$ cat config.mk
export PLATFORM = sky130hd
export DESIGN_NAME = voice_scheduler
export DESIGN_NICKNAME = d
export VERILOG_FILES = /design/src/rtl/voice_scheduler.sv
export SDC_FILE = /design/constraint.sdc
export NUM_CORES = 1
export LEC_CHECK = 0
export BUFFER_PORTS_ARGS = -buffer_cell sky130_fd_sc_hd__buf_4
export CORE_UTILIZATION = 50
export CTS_CLUSTER_DIAMETER = 60
export CTS_CLUSTER_SIZE = 25
export DETAILED_ROUTE_END_ITERATION = 8
export PLACE_DENSITY_LB_ADDON = 0.12
export SYNTH_ARGS = -nofsm -noshare
export SYNTH_HDL_FRONTEND = slang
export SYNTH_SLANG_ARGS = --single-unit
$ cat constraint.sdc
create_clock -name clk -period 9.8 [get_ports clk]
set_input_delay 2.45 -clock clk [delete_from_list [all_inputs] [get_ports clk]]
set_output_delay 2.45 -clock clk [all_outputs]
set_load 0.01 [all_outputs]
$ cat src/rtl/voice_scheduler.sv
// voice_scheduler: time-multiplexes one wavetable ROM across NUM_VOICES voices and mixes one sample per period.
// Optional feature macro VOICE_SCHED_PHASE_RESET_EN: an accepted frequency write also clears that voice's phase.
module voice_scheduler #(
    parameter int NUM_VOICES = 8,
    parameter int PHASE_W    = 32,
    parameter int FREQ_W     = 16,
    parameter int ADDR_W     = 12,
    parameter int DATA_W     = 8,
    parameter int ENV_W      = 8,
    parameter int SAMPLE_DIV = 501
) (
    input  logic                          clk,
    input  logic                          nreset,
    input  logic                          cfg_valid,
    output logic                          cfg_ready,
    input  logic [$clog2(NUM_VOICES)-1:0] cfg_voice,
    input  logic                          cfg_sel,
    input  logic [FREQ_W-1:0]             cfg_data,
    output logic [ADDR_W-1:0]             rom_addr,
    input  logic [DATA_W-1:0]             rom_data,
    output logic                          busy,
    output logic [DATA_W-1:0]             mix_out,
    output logic                          mix_valid
);
    localparam int VW    = $clog2(NUM_VOICES);
    localparam int ACC_W = DATA_W + ENV_W + VW;
    localparam int CNT_W = $clog2(SAMPLE_DIV);

    typedef enum logic [1:0] {IDLE, SCAN, DRAIN, OUT} state_t;

    state_t                    state_q, state_d;
    logic [CNT_W-1:0]          cnt_q;
    logic [VW-1:0]             k_q, k_d;
    logic [ACC_W-1:0]          acc_q, acc_d;
    logic [ADDR_W-1:0]         rom_addr_q, rom_addr_d;
    logic [DATA_W-1:0]         mix_q, mix_d;
    logic [PHASE_W-1:0]        phase_q [NUM_VOICES];
    logic [PHASE_W-1:0]        phase_d [NUM_VOICES];
    logic [FREQ_W-1:0]         freq_q  [NUM_VOICES];
    logic [FREQ_W-1:0]         freq_d  [NUM_VOICES];
    logic [ENV_W-1:0]          env_q   [NUM_VOICES];
    logic [ENV_W-1:0]          env_d   [NUM_VOICES];
    logic [DATA_W+ENV_W-1:0]   prod;
    logic [VW-1:0]             acc_v;
    logic                      tick, wr, acc_en;

    assign tick      = cnt_q == CNT_W'(SAMPLE_DIV - 1);
    assign busy      = state_q == SCAN || state_q == DRAIN;
    assign cfg_ready = !busy;
    assign wr        = cfg_valid && cfg_ready;
    assign mix_valid = state_q == OUT;
    assign mix_out   = mix_q;
    assign rom_addr  = rom_addr_q;
    // ROM data arriving now belongs to the voice addressed one cycle earlier
    assign acc_en    = (state_q == SCAN && k_q != '0) || state_q == DRAIN;
    assign acc_v     = k_q - VW'(1);
    assign prod      = {{ENV_W{1'b0}}, rom_data} * {{DATA_W{1'b0}}, env_q[acc_v]};

    // Free-running sample-period divider
    always_ff @(posedge clk or negedge nreset) begin
        if (!nreset) cnt_q <= '0;
        else         cnt_q <= tick ? '0 : cnt_q + CNT_W'(1);
    end

    // Config writes, scan sequencing, phase stepping and accumulation
    always_comb begin
        state_d    = state_q;
        k_d        = k_q;
        acc_d      = acc_q;
        mix_d      = mix_q;
        rom_addr_d = rom_addr_q;
        phase_d    = phase_q;
        freq_d     = freq_q;
        env_d      = env_q;
        if (wr) begin
            if (cfg_sel) env_d[cfg_voice] = cfg_data[ENV_W-1:0];
            else begin
                freq_d[cfg_voice] = cfg_data;
`ifdef VOICE_SCHED_PHASE_RESET_EN
                phase_d[cfg_voice] = '0;
`endif
            end
        end
        if (acc_en) acc_d = acc_q + {{VW{1'b0}}, prod};
        case (state_q)
            IDLE: if (tick) begin
                state_d    = SCAN;
                k_d        = '0;
                acc_d      = '0;
                rom_addr_d = phase_d[0][PHASE_W-1 -: ADDR_W];
            end
            SCAN: begin
                phase_d[k_q] = phase_q[k_q] + PHASE_W'(freq_q[k_q]);
                k_d          = k_q + VW'(1);
                if (k_q == VW'(NUM_VOICES - 1)) state_d = DRAIN;
                else rom_addr_d = phase_q[k_q + VW'(1)][PHASE_W-1 -: ADDR_W];
            end
            DRAIN: begin
                state_d = OUT;
                mix_d   = acc_d[ACC_W-1 -: DATA_W];
            end
            OUT: state_d = IDLE;
        endcase
    end

    // State and per-voice register file; reset aborts any scan in flight
    always_ff @(posedge clk or negedge nreset) begin
        if (!nreset) begin
            state_q    <= IDLE;
            k_q        <= '0;
            acc_q      <= '0;
            mix_q      <= '0;
            rom_addr_q <= '0;
            phase_q    <= '{default: '0};
            freq_q     <= '{default: '0};
            env_q      <= '{default: '0};
        end else begin
            state_q    <= state_d;
            k_q        <= k_d;
            acc_q      <= acc_d;
            mix_q      <= mix_d;
            rom_addr_q <= rom_addr_d;
            phase_q    <= phase_d;
            freq_q     <= freq_d;
            env_q      <= env_d;
        end
    end

    // A tick outside IDLE would drop a sample period; SAMPLE_DIV >= NUM_VOICES+3 rules it out
    assert property (@(posedge clk) disable iff (!nreset) tick |-> state_q == IDLE);
endmodule

==> results of run 1 <==
==> through the flow <==
| step | cell area (sq um) | worst slack (ns) | hold slack [ns] |
|---|---|---|---|
| 6_report | 29300 | 1.66 | 0.480 |
| 5_1_grt | 29300 | 1.05 | 0.506 |
| 4_1_cts | 29300 | 1.63 | 0.485 |
| 3_5_place_dp | 27800 | 1.67 | 0.465 |
| 3_3_place_gp | 27800 | 1.99 | 0.455 |
| 2_1_floorplan | 26900 | 2.53 | 0.442 |
==> power by group through the flow <==
stage | Combinational (mW) | Clock [mW] | Sequential, mW
finish | 1.76 | 1.82 | 2.35
global route | 2.01 | 1.95 | 2.37
CTS | 1.76 | 1.87 | 2.35
detailed placement | 1.75 | 0 | 2.39
global placement | 1.72 | 0 | 2.38
floorplan | 1.35 | 0 | 2.36
==> critical path: cells and delay by family, from the launching register on <==
kind	cells	cell delay, ns
simple gates	2	0.24
xor+xnor	1	0.80
compound gates	5	1.51
buf+inv	5	0.77
fa+ha+maj	6	2.85
flops	1	0.91
mux	2	0.93
==> worst paths after layout <==
check                                          end  slack (ns)
max reg2reg                 mix_out[6]$_DFFE_PN0P_        1.66
min in group asynchronous  rom_addr[3]$_DFFE_PN0P_        1.89
min reg2reg                phase_q[13]$_DFFE_PN0P_        0.48
max in group asynchronous    env_q[32]$_DFFE_PN0P_        5.84
max                         mix_out[6]$_DFFE_PN0P_        1.66
min                        phase_q[13]$_DFFE_PN0P_        0.48
==> cells in the mapped netlist, types with 7 or more instances <==
cell type,count
a21o_1,11
a21oi_1,43
buf_1,14
inv_1,114
mux2i_1,52
or4_1,10
o21ai_1,10
ha_1,68
nor2b_1,53
nand4_1,7
nor2_1,72
mux2_2,211
fa_1,51
mux4_2,126
o31ai_1,9
xnor2_1,16
buf_2,13
and2_1,8
a211oi_1,8
nor3_1,15
nand3_1,47
a211o_1,9
xor2_1,22
clkbuf_1,105
nand2b_1,16
o21ai_0,265
dfrtp_1,501
nand2_1,424
==> flip-flops by register name, summed over array words and instances, names as in the netlist <==
register	flops
state_q	2
rom_addr	12
freq_q	128
cnt_q	9
env_q	64
mix_out	8
phase_q	256
acc_q	19
k_q	3
==> area by class of cell <==
class	instances	area [sq um]	area share, %
Clock inverter	29	370	1.26
Multi-Input combinational cell	1626	13400	45.6
Inverter	116	435	1.49
Clock buffer	47	1100	3.76
Timing Repair Buffer	78	618	2.11
Sequential cell	501	12500	42.8
Tap cell	688	861	2.94
==> cells by family after synthesis <==
group           count (synthesis)  share of synthesized area, %
simple gates                  686                          11.4
flops                         501                          46.6
mux                           395                          21.9
compound gates                387                          7.97
buf+inv                       258                          3.95
fa+ha+maj                     119                          6.95
xor+xnor                       39                          1.30
==> metal layers <==
metal | vias up | part of all wire (%) | global-route usage [%]
met1 | 9061 | 48 | 34.7
met3 | 71 | 3.4 | 2.71
met2 | 310 | 47 | 38.0
met5 | - | 0 | 0
li1 | 8302 | - | -
met4 | 0 | 2.1 | 6.19
==> implementation parameters, run 1 <==
Parameter                              Value

Setup path
  Kind of start point of the critical path ... flop
  Worst path required time ... 10.26 ns
  Cell with the largest stage delay on the worst path ... dfrtp_4
  Crit-path max cell delay ... 0.91 ns
  Number of cell instances on the worst register-to-register path ... 21
  Launching element of the worst setup path ... k_q[0]$_DFFE_PN0P_
  Category of the most critical setup path ... flop to flop
  CP most frequent cell ... inv_1
  CP Max Fanout ... 36
  Sequence of cells on the critical path ... inv_1 -> ha_1 -> xor2_1 -> mux2i_1 -> nor2b_1 -> fa_1 -> inv_1 -> fa_1 -> inv_1 -> fa_1 -> inv_1 -> fa_1 -> inv_1 -> ha_1 -> o21ai_0 -> o21ai_0 -> a21oi_1 -> o21ai_0 -> o311ai_0 -> mux2i_1 -> nand3_1
  Critical register-to-register path startpoint ... k_q[0]$_DFFE_PN0P_
  Crit. End Element ... flop
  Worst path arrival time ... 8.60 ns

Clocking
  Clock Tree Buf Depth ... 3
  Clock tree from TritonCTS ... built
  Clock transition at the registers of the reported paths ... 0.07 ns
  Cts-stage hold buffer count ... 0
  Post-CTS resize count ... 0
  Clock insertion delay at the later pin of the skew report ... 0.60 ns
  TritonCTS Sinks ... 501
  TritonCTS buffer count ... 42
  Root Driver ... clkbuf_16
  Postcts setup bufs ... 0
  H-tree level count ... 2

Yosys
  Share of the synthesized area in the top cell type ... 46.6%
  Post-synthesis sequential area ratio ... 46.6%
  EDFF count, synth ... 0
  Largest cells by area after synthesis ... dfrtp_1 47%, mux4_2 11%, mux2_2 8.8%, nand2_1 5.9%, o21ai_0 4.9%
  Most used DFF post-synth ... dfrtp_1
  Register bit count reported by yosys ... 501
  Count of yosys warnings during synthesis ... 0
  Number of instances in the synthesized netlist ... 2385
  Distinct cells, synth ... 68
  Netlist area before placement ... 26900 sq um
  Biggest area consumer among synthesized cells ... dfrtp_1
  Net count of the mapped netlist ... 2535
  Async set or reset register ratio after synthesis ... 100%
  Mean area per synthesized cell ... 11.3 sq um

Detailed routing
  Final wirelength ... 62.4 mm
  Violation count after the first detailed-routing iteration ... 1276
  DR pass1 iterations ... 7
  Total number of vias ... 17700
  Average vias per placed instance ... 5.75
  Antenna-violating nets left ... 0
  WL/cell ... 20.2 um
  DRC viols ... 0

Power and ir drop
  Maximum vdd drop ... 0.000159 V
  Sequential fraction of design power ... 39.6%
  Internal Power ... 3.95 mW
  Cell leakage power ... 13.0 nW
  Relative contribution of the clock network to total power ... 30.7%
  Net Sw Frac ... 33.5%
  Net Sw Power ... 1.99 mW
  Final Power ... 5.93 mW
  Relative contribution of combinational cells to total power ... 29.7%
  Power per unit of standard cell area ... 202 nW/um^2

Status
  Status ... completed

Timing
  Total setup violations reported at the end of the flow ... 0
  Maximum clock frequency ... 123 MHz
  Final critical delay including setup and external delays ... 8.14 ns
  Slew at the pin with the worst max-slew slack ... 1.15 ns
  Share of the clock period used by the worst path after layout ... 83.0%
  Unrepaired setup endpoints after global routing ... false
  Sum of negative setup slack ... 0 ns
  Max-slew violations ... 0
  Final Hold Viols ... 0
  Worst setup skew after layout ... 0.0295 ns
  Slew headroom ... 22.9%

Floorplan
  Width of the chip ... 234 um
  Die area ... 54800 sq um
  Number of primary I/O pins ... 54
  Std cell rows ... 84
  Initial cell density of the core ... 50.9%
  Standard cell core area ... 52900 sq um
  Die span in y ... 234 um

Final layout
  Post-synthesis to final-layout area growth ... 8.87%
  Number of fillers in the final layout ... 4507
  Layout net count ... 2515
  Fraction of layout cells with a size suffix above 1 ... 21.4%
  Final Util ... 55.4%
  Most common library cell in the layout ignoring fill and taps ... dfrtp_1
  Top library cells by usage in the layout, fill and taps aside ... 498 x dfrtp_1, 420 x nand2_1, 265 x o21ai_0, 211 x mux2_2, 126 x mux4_2
  Number of antenna cells inserted ... 0
  Final Non-Filler Cells ... 3085

Run
  Count of maximum capacitance violations ... 0

GRT
  First-pass GRT wire length ... 102 mm
  Total global routing track utilization ... 23.8%
  Vias in the first global route ... 18100
  Global-route congestion overflow total ... 0
  Antenna violations before repair ... 0
  Maximum number of pins on one net before global-route repair ... 156

Worst hold path
  Hold Path Class ... flop to flop
  Worst hold path cell count ... 2
  Worst hold start ... phase_q[13]$_DFFE_PN0P_

Place
  Number of placed cells counting well taps ... 3009
  I/O Buffers ... 53
  Final Wtd Congestion ... 0.824
  HPWL after detailed placement ... 39.2 mm
Note: power is estimated with default switching activity, not from simulation.
==> inputs of run 2 (changes only) <==
ABC_AREA = 1   (was unset)
clock period = 7.9 ns   (was 9.8 ns; I/O delays follow)
==> run 2 against run 1 <==
Combinational power shrank 41%. Largest power group unchanged. Sequential cell count is the same. Sequential power grew 22%. First-iteration DRC count grew 58%. Maximum frequency grew 19%. Setup slack lost 0.62 ns. Die area grew 2.1%. Clock power grew 31%. Sequential share of layout area shrank 0.94 points. Highest routed layer unchanged.
==> implementation parameters, run 2 <==
Parameter                              Value

Place
  HPWL after detailed placement ... 47.3 mm (+21%)
  Pre-CTS setup slack ... 1.14 ns (-0.534 ns)
  Final Wtd Congestion ... 0.903 (+9.6%)
  I/O Buffers ... 53 (unchanged)
  Number of placed cells counting well taps ... 4164 (+38%)

Detailed routing
  DRC viols ... 0 (unchanged)
  Total number of vias ... 23400 (+32%)
  Final wirelength ... 75.2 mm (+20%)
  Antenna-violating nets left ... 0 (unchanged)
  DR pass1 iterations ... 6 (-1)
  Violation count after the first detailed-routing iteration ... 2019 (+58%)
  WL/cell ... 17.7 um (-12%)
  Average vias per placed instance ... 5.52 (-4.0%)

Final layout
  Most common library cell in the layout ignoring fill and taps ... nand2_1
  Final Non-Filler Cells ... 4247 (+38%)
  Top library cells by usage in the layout, fill and taps aside ... 863 x nand2_1, 647 x o21ai_0, 500 x dfrtp_1, 383 x inv_1, 374 x nor2_1
  Registers with the most flip-flops ... phase_q (256), freq_q (128), env_q (64)
  Layout net count ... 3664 (+46%)
  Flip-flop count of the largest register, all copies and words added ... 256 (unchanged)
  Top register by number of flip-flops ... phase_q
  Fraction of layout cells with a size suffix above 1 ... 7.04% (-14 points)
  Post-synthesis to final-layout area growth ... 8.92% (about the same)

Power and ir drop
  Internal Power ... 4.33 mW (+9.7%)
  Net Sw Power ... 1.96 mW (-1.3%)
  Final Power ... 6.29 mW (+6.0%)
  Relative contribution of combinational cells to total power ... 16.5% (-13 points)
  Sequential fraction of design power ... 45.7% (+6.1 points)
  Power per unit of standard cell area ... 210 nW/um^2 (+3.7%)
  Relative contribution of the clock network to total power ... 37.8% (+7.1 points)
  Maximum vdd drop ... 0.000222 V (+39%)
  Net Sw Frac ... 31.2% (-2.3 points)
  Cell leakage power ... 14.6 nW (+12%)

Setup path
  Kind of start point of the critical path ... flop
  Category of the most critical setup path ... flop to flop
  Worst path arrival time ... 7.40 ns (-1.20 ns)
  Critical register-to-register path startpoint ... k_q[0]$_DFFE_PN0P_
  Flop2flop setup slack ... 1.04 ns (-0.62 ns)
  Number of cell instances on the worst register-to-register path ... 25 (+19%)
  Reg2reg end ... mix_out[1]$_DFFE_PN0P_
  CP Max Fanout ... 95 (+160%)
  Worst path required time ... 8.44 ns (-1.82 ns)
  Crit. End Element ... flop

Yosys
  EDFF count, synth ... 0 (unchanged)
  Async set or reset register ratio after synthesis ... 100% (unchanged)
  Count leader, synth ... nand2_1
  Net count of the mapped netlist ... 3711 (+46%)
  Most used DFF post-synth ... dfrtp_1
  Biggest area consumer among synthesized cells ... dfrtp_1
  Netlist area before placement ... 27500 sq um (+2.1%)
  Share of the synthesized area in the top cell type ... 45.6% (-0.98 points)
  Most frequent cells after synthesis ... 863 x nand2_1, 647 x o21ai_0, 501 x dfrtp_1
  Largest cells by area after synthesis ... dfrtp_1 46%, nand2_1 12%, o21ai_0 12%, inv_1 5.3%, nor2_1 5.1%
  Mean area per synthesized cell ... 7.72 sq um (-32%)
  Number of instances in the synthesized netlist ... 3561 (+49%)
  Distinct cells, synth ... 47 (-31%)
  Count of yosys warnings during synthesis ... 0 (unchanged)
  Post-synthesis sequential area ratio ... 45.6% (-0.98 points)
  Register bit count reported by yosys ... 501 (unchanged)

Timing
  Final Hold Viols ... 0 (unchanged)
  Share of the clock period used by the worst path after layout ... 86.8% (+3.8 points)
  Max-slew violations ... 0 (unchanged)
  Sum of negative setup slack ... 0 ns (unchanged)
  Maximum clock frequency ... 146 MHz (+19%)
  Least setup slack across all paths after layout ... 1.04 ns (-0.622 ns)
  Final critical delay including setup and external delays ... 6.86 ns (-1.28 ns)
  Total setup violations reported at the end of the flow ... 0 (unchanged)
  Slew at the pin with the worst max-slew slack ... 1.20 ns (+0.0501 ns)
  Worst setup skew after layout ... 0.0286 ns (-0.000915 ns)
  Unrepaired setup endpoints after global routing ... false
  Slew headroom ... 19.4% (-3.5 points)
  Hold Slack ... 0.469 ns (-0.0107 ns)

Floorplan
  Number of primary I/O pins ... 54 (unchanged)
  Standard cell core area ... 54000 sq um (+2.2%)
  Die span in y ... 236 um (+1.1%)
  Die area ... 55900 sq um (+2.1%)
  Std cell rows ... 85 (+1.2%)
  Initial cell density of the core ... 50.9% (about the same)
  Width of the chip ... 236 um (+1.1%)

GRT
  First-pass GRT wire length ... 123 mm (+21%)
  Maximum number of pins on one net before global-route repair ... 230 (+47%)
  Total global routing track utilization ... 27.5% (+3.7 points)
  Vias in the first global route ... 22600 (+25%)
  Global-route congestion overflow total ... 0 (unchanged)
  Antenna violations before repair ... 1 (+1)

Clocking
  Post-CTS resize count ... 0 (unchanged)
  Root Driver ... clkbuf_16
  Clock insertion delay at the later pin of the skew report ... 0.62 ns (+0.02 ns)
  Clock tree from TritonCTS ... built
  TritonCTS buffer count ... 44 (+4.8%)
  H-tree level count ... 2 (unchanged)
  TritonCTS Sinks ... 501 (unchanged)
  Clock transition at the registers of the reported paths ... 0.07 ns (about the same)
  Clock Tree Buf Depth ... 3 (unchanged)
  Postcts setup bufs ... 0 (unchanged)
  Cts-stage hold buffer count ... 0 (unchanged)

Worst hold path
  Worst hold path cell count ... 1 (-1)
  Worst hold start ... cnt_q[8]$_DFF_PN0_
  Hold Path Class ... flop to flop
  Capture endpoint of the worst hold path ... cnt_q[8]$_DFF_PN0_

Status
  Status ... completed

Run
  Count of maximum capacitance violations ... 0 (unchanged)
## run 2: changes by cell type after synthesis, sizes merged, moves of 52 or more
cell,change
nor2b,-53
inv,+285
nor2,+322
mux2,-211
nand2,+452
nand3,+131
mux2i,-52
o21ai,+406
mux4,-132
## run 2: final cells by class
class | count | area, sq um
multi-input cells | 2476 | 12700
flip-flops and latches | 501 | 12500
inverters | 401 | 1510
clock inverters | 37 | 473
clock buffers | 45 | 1130
repair buffers | 90 | 746
fillers | 5039 | 24100
diodes | 1 | 2.50
well taps | 696 | 871
## run 2: worst max-delay path by stage
stage                             startpoint                endpoint  slack [ns]  depth (start not counted)
after global placement    k_q[0]$_DFFE_PN0P_     acc_q[15]$_DFF_PN0_        1.26                         29
after CTS                 k_q[0]$_DFFE_PN0P_  mix_out[1]$_DFFE_PN0P_        1.11                         26
after detailed placement  k_q[0]$_DFFE_PN0P_     acc_q[12]$_DFF_PN0_        1.14                         26
after global routing      k_q[0]$_DFFE_PN0P_  mix_out[1]$_DFFE_PN0P_        0.49                         26
final                     k_q[0]$_DFFE_PN0P_  mix_out[1]$_DFFE_PN0P_        1.04                         25
after floorplan           k_q[0]$_DFFE_PN0P_  mix_out[1]$_DFFE_PN0P_        1.49                         36
## run 2: logic make-up after synthesis
| group | synth area share (%) |
|---|---|
| simple gates | 22.1 |
| compound gates | 16.3 |
| buf+inv | 8.36 |
| flops | 45.6 |
| fa+ha+maj | 6.81 |
| xor+xnor | 0.792 |
## run 2: metal layers
| metal | GRT usage, % | part of all wire (%) | vias to the layer above |
|---|---|---|---|
| li1 | - | - | 11400 |
| met1 | 39.5 | 47 | 11200 |
| met5 | 0 | 0 | - |
| met2 | 44.3 | 45 | 729 |
| met4 | 7.10 | 2.1 | 0 |
| met3 | 3.10 | 6.0 | 107 |
## run 2: power by group through the flow
stage                     Clock, mW  Sequential [mW]  Combinational, mW
after floorplan                   0             2.89              0.760
after global placement            0             2.91               1.03
after detailed placement          0             2.92               1.04
after CTS                      2.43             2.87               1.05
after global routing           2.52             2.90               1.23
final                          2.38             2.87               1.04
## run 2: per-stage QoR
stage | utilization [%] | instance area (sq um)
after floorplan | - | 27500
after global placement | 52.5 | 28300
after detailed placement | 52.5 | 28300
after CTS | 55.4 | 29900
after global routing | 55.4 | 29900
final | 55.4 | 29900
## run 2: worst max-delay path, stage by stage (launching register included)
cell and delay, ns:
dfrtp_4 0.77, inv_8 0.31, ha_1 0.74, inv_1 0.37, a21oi_1 0.19, o21ai_0 0.10
o211ai_1 0.11, nand2_1 0.21, inv_1 0.13, nand2_1 0.08, fa_1 0.50, fa_1 0.51
inv_1 0.06, fa_1 0.53, inv_1 0.05, fa_1 0.52, inv_1 0.04, ha_1 0.34
a21oi_1 0.21, inv_1 0.07, nor2_1 0.19, o21ai_0 0.12, or2_2 0.28, nand3_1 0.09
nand3_1 0.10, nand2_1 0.08
